==> config.mk <==
export PLATFORM = sky130hd
export DESIGN_NAME = fetch_sequencer
export DESIGN_NICKNAME = d
export VERILOG_FILES = /design/src/rtl/fetch_sequencer.sv
export SDC_FILE = /design/constraint.sdc
export NUM_CORES = 1
export LEC_CHECK = 0
export BUFFER_PORTS_ARGS = -buffer_cell sky130_fd_sc_hd__buf_2
export CORE_UTILIZATION = 50
export CTS_CLUSTER_SIZE = 40
export DETAILED_ROUTE_END_ITERATION = 6
export PLACE_DENSITY_LB_ADDON = 0.15
export SLEW_MARGIN = 20
export SYNTH_ARGS = -nofsm -noshare
export SYNTH_HDL_FRONTEND = slang
export SYNTH_SLANG_ARGS = --single-unit
==> constraint.sdc <==
create_clock -name clk -period 5.9 [get_ports clk]
set_input_delay 0.885 -clock clk [delete_from_list [all_inputs] [get_ports clk]]
set_output_delay 0.885 -clock clk [all_outputs]
set_load 0.05 [all_outputs]
==> src/rtl/fetch_sequencer.sv <==
// Fetch sequencer: owns the PC, issues one imem request at a time and buffers the word for decode.
// Optional exception redirect to EXC_PC is compiled in with `define FETCH_EXCEPTION_EN.
module fetch_sequencer #(
    parameter logic [31:0] RESET_PC = 32'h0000_0000,
    parameter logic [31:0] EXC_PC   = 32'h0000_0180
) (
    input  logic        clk,
    input  logic        rst,
    output logic        imemReqValid,
    input  logic        imemReqReady,
    output logic [31:0] imemAddr,
    input  logic        imemRespValid,
    input  logic [31:0] imemRespData,
    output logic        instValid,
    input  logic        instReady,
    output logic [31:0] instruction,
    output logic [31:0] instPC,
    input  logic        redirectValid,
    input  logic [31:0] redirectPC,
    input  logic        excValid,
    output logic [31:0] fetchPC
);

    localparam logic [1:0] S_START = 2'd0;
    localparam logic [1:0] S_REQ   = 2'd1;
    localparam logic [1:0] S_WAIT  = 2'd2;
    localparam logic [1:0] S_OUT   = 2'd3;

    logic [1:0]  r_state;
    logic [31:0] r_pc;
    logic        r_kill;
    logic [31:0] r_instruction;
    logic [31:0] r_inst_pc;

    logic [1:0]  w_state_next;
    logic [31:0] w_pc_next;
    logic        w_kill_next;
    logic        w_latch;
    logic        w_redir;
    logic [31:0] w_target;
    logic        w_unused;

`ifdef FETCH_EXCEPTION_EN
    // Exception wins over a simultaneous branch/jump redirect.
    assign w_redir  = excValid | redirectValid;
    assign w_target = excValid ? EXC_PC : {redirectPC[31:2], 2'b00};
    assign w_unused = ^redirectPC[1:0];
`else
    assign w_redir  = redirectValid;
    assign w_target = {redirectPC[31:2], 2'b00};
    assign w_unused = ^{excValid, redirectPC[1:0]};
`endif

    always_comb begin
        w_state_next = r_state;
        w_pc_next    = r_pc;
        w_kill_next  = r_kill;
        w_latch      = 1'b0;
        case (r_state)
            S_START: w_state_next = S_REQ;
            S_REQ: begin
                if (w_redir) begin
                    w_pc_next = w_target;
                end
                // A request accepted alongside a redirect is wrong-path: mark it for discard.
                if (imemReqReady) begin
                    w_state_next = S_WAIT;
                    w_kill_next  = w_redir;
                end
            end
            S_WAIT: begin
                if (imemRespValid) begin
                    w_kill_next  = 1'b0;
                    w_state_next = S_REQ;
                    if (w_redir) begin
                        w_pc_next = w_target;
                    end else if (!r_kill) begin
                        w_latch      = 1'b1;
                        w_pc_next    = r_pc + 32'd4;
                        w_state_next = S_OUT;
                    end
                end else if (w_redir) begin
                    w_kill_next = 1'b1;
                    w_pc_next   = w_target;
                end
            end
            S_OUT: begin
                if (w_redir) begin
                    w_pc_next    = w_target;
                    w_state_next = S_REQ;
                end else if (instReady) begin
                    w_state_next = S_REQ;
                end
            end
            default: w_state_next = S_START;
        endcase
    end

    always_ff @(posedge clk or posedge rst) begin
        if (rst) begin
            r_state       <= S_START;
            r_pc          <= RESET_PC;
            r_kill        <= 1'b0;
            r_instruction <= 32'd0;
            r_inst_pc     <= 32'd0;
        end else begin
            r_state <= w_state_next;
            r_pc    <= w_pc_next;
            r_kill  <= w_kill_next;
            if (w_latch) begin
                r_instruction <= imemRespData;
                r_inst_pc     <= r_pc;
            end
        end
    end

    assign imemReqValid = (r_state == S_REQ);
    assign instValid    = (r_state == S_OUT);
    assign imemAddr     = r_pc;
    assign fetchPC      = r_pc;
    assign instruction  = r_instruction;
    assign instPC       = r_inst_pc;

endmodule

==> results of run 1 <==
==> worst reg2reg max path, cell delays in order (launching register included) <==
cell,delay [ns]
dfrtp_1,0.44
ha_1,0.33
or3b_1,0.59
nor4_1,0.69
a311oi_1,0.17
nand3b_1,0.19
==> worst min path at each step <==
stage,start,slack [ns],endpoint,depth (start not counted)
floorplan,r_kill,0.56,r_kill,2
global placement,instPC[27],0.48,instPC[27],1
detailed placement,instPC[3],0.49,instPC[3],1
CTS,instPC[4],0.51,instPC[4],1
global route,instPC[22],0.52,instPC[22],1
finish,instPC[4],0.51,instPC[4],1
==> cell usage in the layout, fill, tap and decap left out, drive strengths merged, types with 3 or more instances in the layout <==
cell     Yosys  layout
ha           6       6
a311oi       5       5
nor2        16      16
o21ai       12      12
clkbuf      18       9
and3         7       7
buf         44     202
dfrtp       99      99
o311ai       5       5
nand2b       3       3
and4         4       4
and2         4       4
or4          4       4
nor4        17      17
mux2        65      65
a21oi       27      27
clkinv       1       6
a311o        3       3
o22ai        4       4
o2bb2ai      4       4
nor2b        3       3
nor3b       14      14
inv          7       9
nor3        11      11
o211ai       9       9
nand3       18      18
or3          7       7
a211oi       5       5
nand2       18      18
nand4       17      17
==> layout make-up <==
type                            instances  area share
Timing Repair Buffer                  202       0.164
Clock inverter                          7     0.00843
Clock buffer                            9      0.0199
Inverter                                8     0.00522
Multi-Input combinational cell        313       0.378
Tap cell                              133      0.0267
Sequential cell                        99       0.398
==> cell families (layout without fill, tap and decap cells) <==
group	Yosys count	after routing	synth area share
and+or+nand+nor	152	152	0.178
DFF	99	99	0.473
AOI/OAI and AO/OA	89	89	0.115
buffers and inverters	70	226	0.0768
muxes	66	66	0.142
adders and majority gates	6	6	0.0143
==> through the flow <==
step / util / hold WS, ns / setup slack, ns / std cells / cell area [um2]
floorplan: - / 0.562 / 2.42 / 482 / 5230
global placement: 0.608 / 0.483 / 2.49 / 755 / 6050
detailed placement: 0.608 / 0.490 / 2.47 / 755 / 6050
CTS: 0.626 / 0.512 / 2.85 / 771 / 6230
global route: 0.626 / 0.518 / 2.62 / 771 / 6230
finish: 0.626 / 0.508 / 2.82 / 771 / 6230
==> metal layers <==
layer	vias to the layer above	wire length, um
met5	-	0
met4	0	275
met3	31	985
met2	232	6440
met1	2140	5520
li1	2103	-
==> registers in the layout, indices dropped and copies added (netlist names) <==
register and flops:
fetchPC 32, instPC 32, instruction 32, r_state 2, r_kill 1
==> impl_metrics.ini, run 1 <==
[outcome]
outcome = finished clean

[detailed_routing]
dr.pass1.iters = 6
num_vias = 4506
wl_um = 13200
drcViolationCount = 0
dr.first_iter.drc_count = 319
wl_per_cell_um = 17.2
ant_nets = 0
vias_per_cell = 5.84

[final_layout]
fin_nets = 710
diodes = 0
syn_to_final_growth_pct = 19.1
drive_gt1_frac = 0.459
seq_area_um2 = 2480
multi_input_area_um2 = 2350
fillers = 852

[clock_network]
tritoncts = done
cts_root_buf = clkbuf_8
cts-buffers-inserted = 9
cts_num_sinks = 99
clkTransAtPathRegs_ns = 0.10
clock_latency_ns = 0.36
cts_max_level = 3
cts_setup_buffers = 0
cts_hold_buf = 0
cts.repair.resized = 0
clockBufferDepth = 2

[synthesis]
synthArstFlopShare = 1.00
synth_area_um2 = 5230
synthTopCellsByCount = 99 x dfrtp_1, 65 x mux2_2, 32 x buf_4, 27 x a21oi_1
ys_types = 62
synth_top_area_share = 0.473
synth.most_common_cell = dfrtp_1
synthFlopType = dfrtp_1
syn_area_per_cell_um2 = 10.9
yosysTopAreaCell = dfrtp_1
synth-edff-count = 0
synth_seq_cells = 99
synth.area.top_cells = dfrtp_1 47%, mux2_2 14%, buf_4 4.6%
syn_nets = 559
syn_inst = 482
yosysWarningCount = 0
yosysSeqAreaShare = 0.473

[die]
core_um2 = 9950
io_pins = 201
dieWidth_um = 104
die_h_um = 104
row_count = 36
dieArea_um2 = 10900
start_util = 0.526

[sta]
rsz0062_at_grt = false
relSlewSlack = 0.292
hold_viol_final = 0
slew_viol_final = 0
timing.fmax_mhz = 325
min_period_ns = 3.08
finalCritPeriodShare = 0.522
setup_viol = 0
tightestPinTransition_ns = 1.06
setup_tns_ns = 0
fin_skew_ns = 0.0123

[placed_design]
io_buffers = 197
place_congestion = 0.851
place_hpwl_um = 9320

[global_route]
grt_pass1_vias = 4315
grt_use_met2 = 0.413
grt_antenna_before_repair = 0
gr-usage-met3 = 0.0470
grt.total_usage = 0.251
grt_busiest_layer = met2
grt_use_met1 = 0.328
grt_max_degree = 65
grt.overflow.total = 0
grt_pass1_wl_um = 22000

[hold_path]
hold_class = flip-flop to flip-flop

[setup_path]
ff2ff_setup_slack_ns = 3.41
cpMaxStageDelayCell = clkinv_1
reg2reg_depth = 5
worstSetupEndpointType = flip-flop
path_cells = buf_2 -> clkinv_1 -> a21o_1 -> or4b_1 -> nand3_1
required_ns = 6.21
startpoint = redirectValid
cp_data_arrival_time_ns = 3.38
crit_family = buffers and inverters
r2r_start = r_state[0]
cp_max_fo = 41
endpoint = fetchPC[17]
criticalPathCategory = input pin to flip-flop
cp_num_buf_inv = 2
r2r_end = fetchPC[30]
cp_slowest_stage_delay_ns = 0.64
cp_num_cells = 5
start_kind = input pin

[job]
drv_cap = 0
Power of run 1 is left out: the tool's default activity adds up to more than one toggle a clock period on the data nets, which glitch-free logic cannot reach.
==> run 2: changes to the inputs <==
--- a/config.mk
+++ b/config.mk
@@ -6,7 +6,7 @@
 export NUM_CORES = 1
 export LEC_CHECK = 0
 export BUFFER_PORTS_ARGS = -buffer_cell sky130_fd_sc_hd__buf_2
-export CORE_UTILIZATION = 50
+export CORE_UTILIZATION = 49
 export CTS_CLUSTER_SIZE = 40
 export DETAILED_ROUTE_END_ITERATION = 6
 export PLACE_DENSITY_LB_ADDON = 0.15
==> constraint.sdc (replaced) <==
create_clock -name clk -period 3.05 [get_ports clk]
set_input_delay 0.4575 -clock clk [delete_from_list [all_inputs] [get_ports clk]]
set_output_delay 0.4575 -clock clk [all_outputs]
set_load 0.05 [all_outputs]
==> impl_metrics.ini, run 2 (same netlist as run 1, synthesis figures left out) <==
[final_layout]
multi_input_area_um2 = 2350
seq_area_um2 = 2480
drive_gt1_frac = 0.463
layout_commonest_cell = buf_2
mostFrequentLayoutCells = 197 x buf_2, 99 x dfrtp_1, 65 x mux2_2, 27 x a21oi_1, 18 x nand2_1
fin_nets = 715
fillers = 896
diodes = 0
syn_to_final_growth_pct = 20.7

[clock_network]
clockBufferDepth = 2
cts_root_buf = clkbuf_8
cts_max_level = 3
clkTransAtPathRegs_ns = 0.10
tritoncts = done
cts_num_sinks = 99
cts_hold_buf = 0
clock_latency_ns = 0.37
cts-buffers-inserted = 9
cts.repair.resized = 0
cts_setup_buffers = 0

[sta]
timing.fmax_mhz = 394
relSlewSlack = 0.505
setup_viol = 0
hold_viol_final = 0
slew_viol_final = 0
rsz0062_at_grt = false
finalCritPeriodShare = 0.832
fin_skew_ns = 0.0192
tightestPinTransition_ns = 0.736
setup_tns_ns = 0
min_period_ns = 2.54

[placed_design]
place_hpwl_um = 9510
place_congestion = 0.882
io_buffers = 197

[setup_path]
ff2ff_setup_slack_ns = 0.51
reg2reg_depth = 6
worstSetupEndpointType = flip-flop
startpoint = r_state[1]
criticalPathCategory = flip-flop to flip-flop
r2r_start = r_state[1]
start_kind = flip-flop
required_ns = 3.30
cp_max_fo = 10
cp_data_arrival_time_ns = 2.79
r2r_end = fetchPC[30]

[detailed_routing]
dr.first_iter.drc_count = 311
wl_per_cell_um = 17.1
route.met3.wl_um = 902
num_vias = 4536
routed-wl-met2_um = 6460
dr.pass1.iters = 6
vias_per_cell = 5.83
top_layer = met4
ant_nets = 0
drt-met1-wl_um = 5700
wl_um = 13300
drcViolationCount = 0

[die]
dieWidth_um = 105
core_um2 = 10300
row_count = 37
start_util = 0.507
dieArea_um2 = 11100
die_h_um = 105
io_pins = 201

[global_route]
grt_pass1_wl_um = 21100
grt.total_usage = 0.240
grt_pass1_vias = 4151
grt_antenna_before_repair = 0
grt_max_degree = 65
grt.overflow.total = 0

[hold_path]
hold_class = input pin to async pin

[job]
drv_cap = 0

[outcome]
outcome = finished clean
run 2: changes by cell type in the layout (fill, tap and decap cells not counted), sizes merged:
cell,previous run,this run
clkinvlp,0,3
clkinv,6,1
buf,202,207
bufinv,0,1
run 2: per-layer routing:
layer / vias to the layer above / GRT usage
met5: - / 0
met4: 0 / 0.0875
met3: 19 / 0.0334
met2: 216 / 0.394
met1: 2204 / 0.325
li1: 2097 / -
run 2: stage by stage:
stage	std cells	setup WS (ns)	util	instance area [um2]	hold slack (ns)
6_report	778	0.512	0.612	6320	0.210
3_5_place_dp	763	0.598	0.593	6120	0.490
4_1_cts	778	0.583	0.612	6320	0.236
5_1_grt	778	0.342	0.612	6320	0.285
3_3_place_gp	763	0.681	0.593	6120	0.483
2_1_floorplan	482	0.00207	-	5230	0.562
run 2: worst max path at each step:
stage | endpoint | cells past startpoint | slack [ns]
finish | fetchPC[30] | 6 | 0.51
global route | fetchPC[30] | 6 | 0.34
CTS | fetchPC[30] | 6 | 0.58
detailed placement | fetchPC[30] | 6 | 0.60
global placement | fetchPC[30] | 5 | 0.68
floorplan | fetchPC[0] | 1 | 0.002
run 2: cell type report:
| cell class | count | area share |
|---|---|---|
| multi-input combinational | 313 | 0.373 |
| clock inverter | 6 | 0.0115 |
| tap | 136 | 0.0269 |
| inverter | 8 | 0.00515 |
| timing repair buffer | 207 | 0.172 |
| sequential | 99 | 0.392 |
| clock buffer | 9 | 0.0196 |
run 2: worst max-delay path, cell delays in order, from the launching register on:
cell and delay [ns]:
dfrtp_1 0.38, inv_1 0.09, ha_1 0.29, or3b_1 0.59, nor4_1 0.68, a311oi_1 0.18, nand3b_1 0.20
Power of run 2 is left out for the same reason.
==> run 3: changes to the inputs <==
==> constraint.sdc (replaced) <==
create_clock -name clk -period 2.5 [get_ports clk]
set_input_delay 0.375 -clock clk [delete_from_list [all_inputs] [get_ports clk]]
set_output_delay 0.375 -clock clk [all_outputs]
set_load 0.05 [all_outputs]
==> impl_metrics.ini, run 3 (same netlist as run 1, synthesis figures left out) <==
[outcome]
outcome = finished clean

[setup_path]
cp_num_buf_inv = 0
crit_family = simple AND/OR/NAND/NOR gates
criticalPathCategory = flip-flop to flip-flop
worstSetupEndpointType = flip-flop
start_kind = flip-flop
cpMaxStageDelayCell = or4_1
cp_data_arrival_time_ns = 2.57
cp_max_fo = 10
cp_num_cells = 5
cp_slowest_stage_delay_ns = 0.55
path_cells = ha_1 -> or3b_1 -> or4_1 -> o311ai_1 -> nand3_1
reg2reg_depth = 5
required_ns = 2.75

[final_layout]
seq_area_um2 = 2480
fin_nets = 729
diodes = 0
syn_to_final_growth_pct = 23.5
fillers = 903
mostFrequentLayoutCells = 197 x buf_2, 99 x dfrtp_1, 65 x mux2_2, 27 x a21oi_1, 22 x buf_4
layout_commonest_cell = buf_2
drive_gt1_frac = 0.474
multi_input_area_um2 = 2350

[global_route]
grt_antenna_before_repair = 0
grt.total_usage = 0.247
grt_max_degree = 42
grt.overflow.total = 0
grt_pass1_wl_um = 21500
grt_pass1_vias = 4185

[sta]
rsz0062_at_grt = false
min_period_ns = 2.33
relSlewSlack = 0.556
slew_viol_final = 0
setup_viol = 0
hold_viol_final = 0
finalCritPeriodShare = 0.931
setup_tns_ns = 0
fin_skew_ns = 0.00895
tightestPinTransition_ns = 0.659
timing.fmax_mhz = 430
fin_ws_ns = 0.173

[placed_design]
io_buffers = 197
dp_slack_ns = 0.200
place_congestion = 0.876
place_hpwl_um = 9700

[die]
dieArea_um2 = 11100
dieWidth_um = 105
io_pins = 201
core_um2 = 10300
row_count = 37
start_util = 0.507
die_h_um = 105

[clock_network]
cts_hold_buf = 0
cts_max_level = 3
cts.repair.resized = 0
clockBufferDepth = 2
cts_root_buf = clkbuf_8
clkTransAtPathRegs_ns = 0.09
cts-buffers-inserted = 9
clock_latency_ns = 0.37
cts_setup_buffers = 0
cts_num_sinks = 99
tritoncts = done

[detailed_routing]
vias_per_cell = 5.75
dr.first_iter.drc_count = 286
drcViolationCount = 0
wl_per_cell_um = 17.2
wl_um = 13600
dr.pass1.iters = 5
ant_nets = 0
num_vias = 4553

[job]
drv_cap = 0

[hold_path]
hold_class = input pin to async pin
==> run 3: cell types whose count changed in the layout (fill, tap and decap cells not counted) <==
cell        before  now
buf_4            8   22
bufinv_16        1    3
clkinv_2         0    1
clkinvlp_4       3    1
inv_4            1    0
inv_6            1    2
inv_8            1    0
==> run 3: through the flow <==
step | cell area [um2] | utilization | std cells | hold slack (ns)
floorplan | 5240 | - | 482 | 0.508
global placement | 6230 | 0.603 | 777 | 0.483
detailed placement | 6230 | 0.603 | 777 | 0.490
CTS | 6460 | 0.626 | 792 | 0.109
global route | 6460 | 0.626 | 792 | 0.137
finish | 6460 | 0.626 | 792 | 0.0871
==> run 3: metal layers <==
layer  vias to the layer above  wire length (um)  global-route usage
met5                         -                 0                   0
met4                         0               159              0.0905
met3                        15              1030              0.0476
met2                       206              6580               0.404
met1                      2204              5810               0.325
li1                       2128                 -                   -
==> run 3: layout make-up <==
| type | instances | share of cell area |
|---|---|---|
| Clock buffer | 9 | 0.0192 |
| Clock inverter | 6 | 0.0174 |
| Inverter | 8 | 0.00523 |
| Multi-Input combinational cell | 313 | 0.364 |
| Sequential cell | 99 | 0.383 |
| Tap cell | 136 | 0.0263 |
| Timing Repair Buffer | 221 | 0.184 |
==> run 3: worst paths after layout <==
path / from / to / slack [ns]
min in group clk: imemRespData[15] / instruction[15] / 0.23
max reg2reg: r_state[0] / fetchPC[28] / 0.17
max: r_state[0] / fetchPC[28] / 0.17
min reg2reg: instPC[26] / instPC[26] / 0.51
min: rst / instruction[18] / 0.09
max in group asynchronous: rst / instruction[12] / 1.59
Power of run 3 is left out for the same reason.
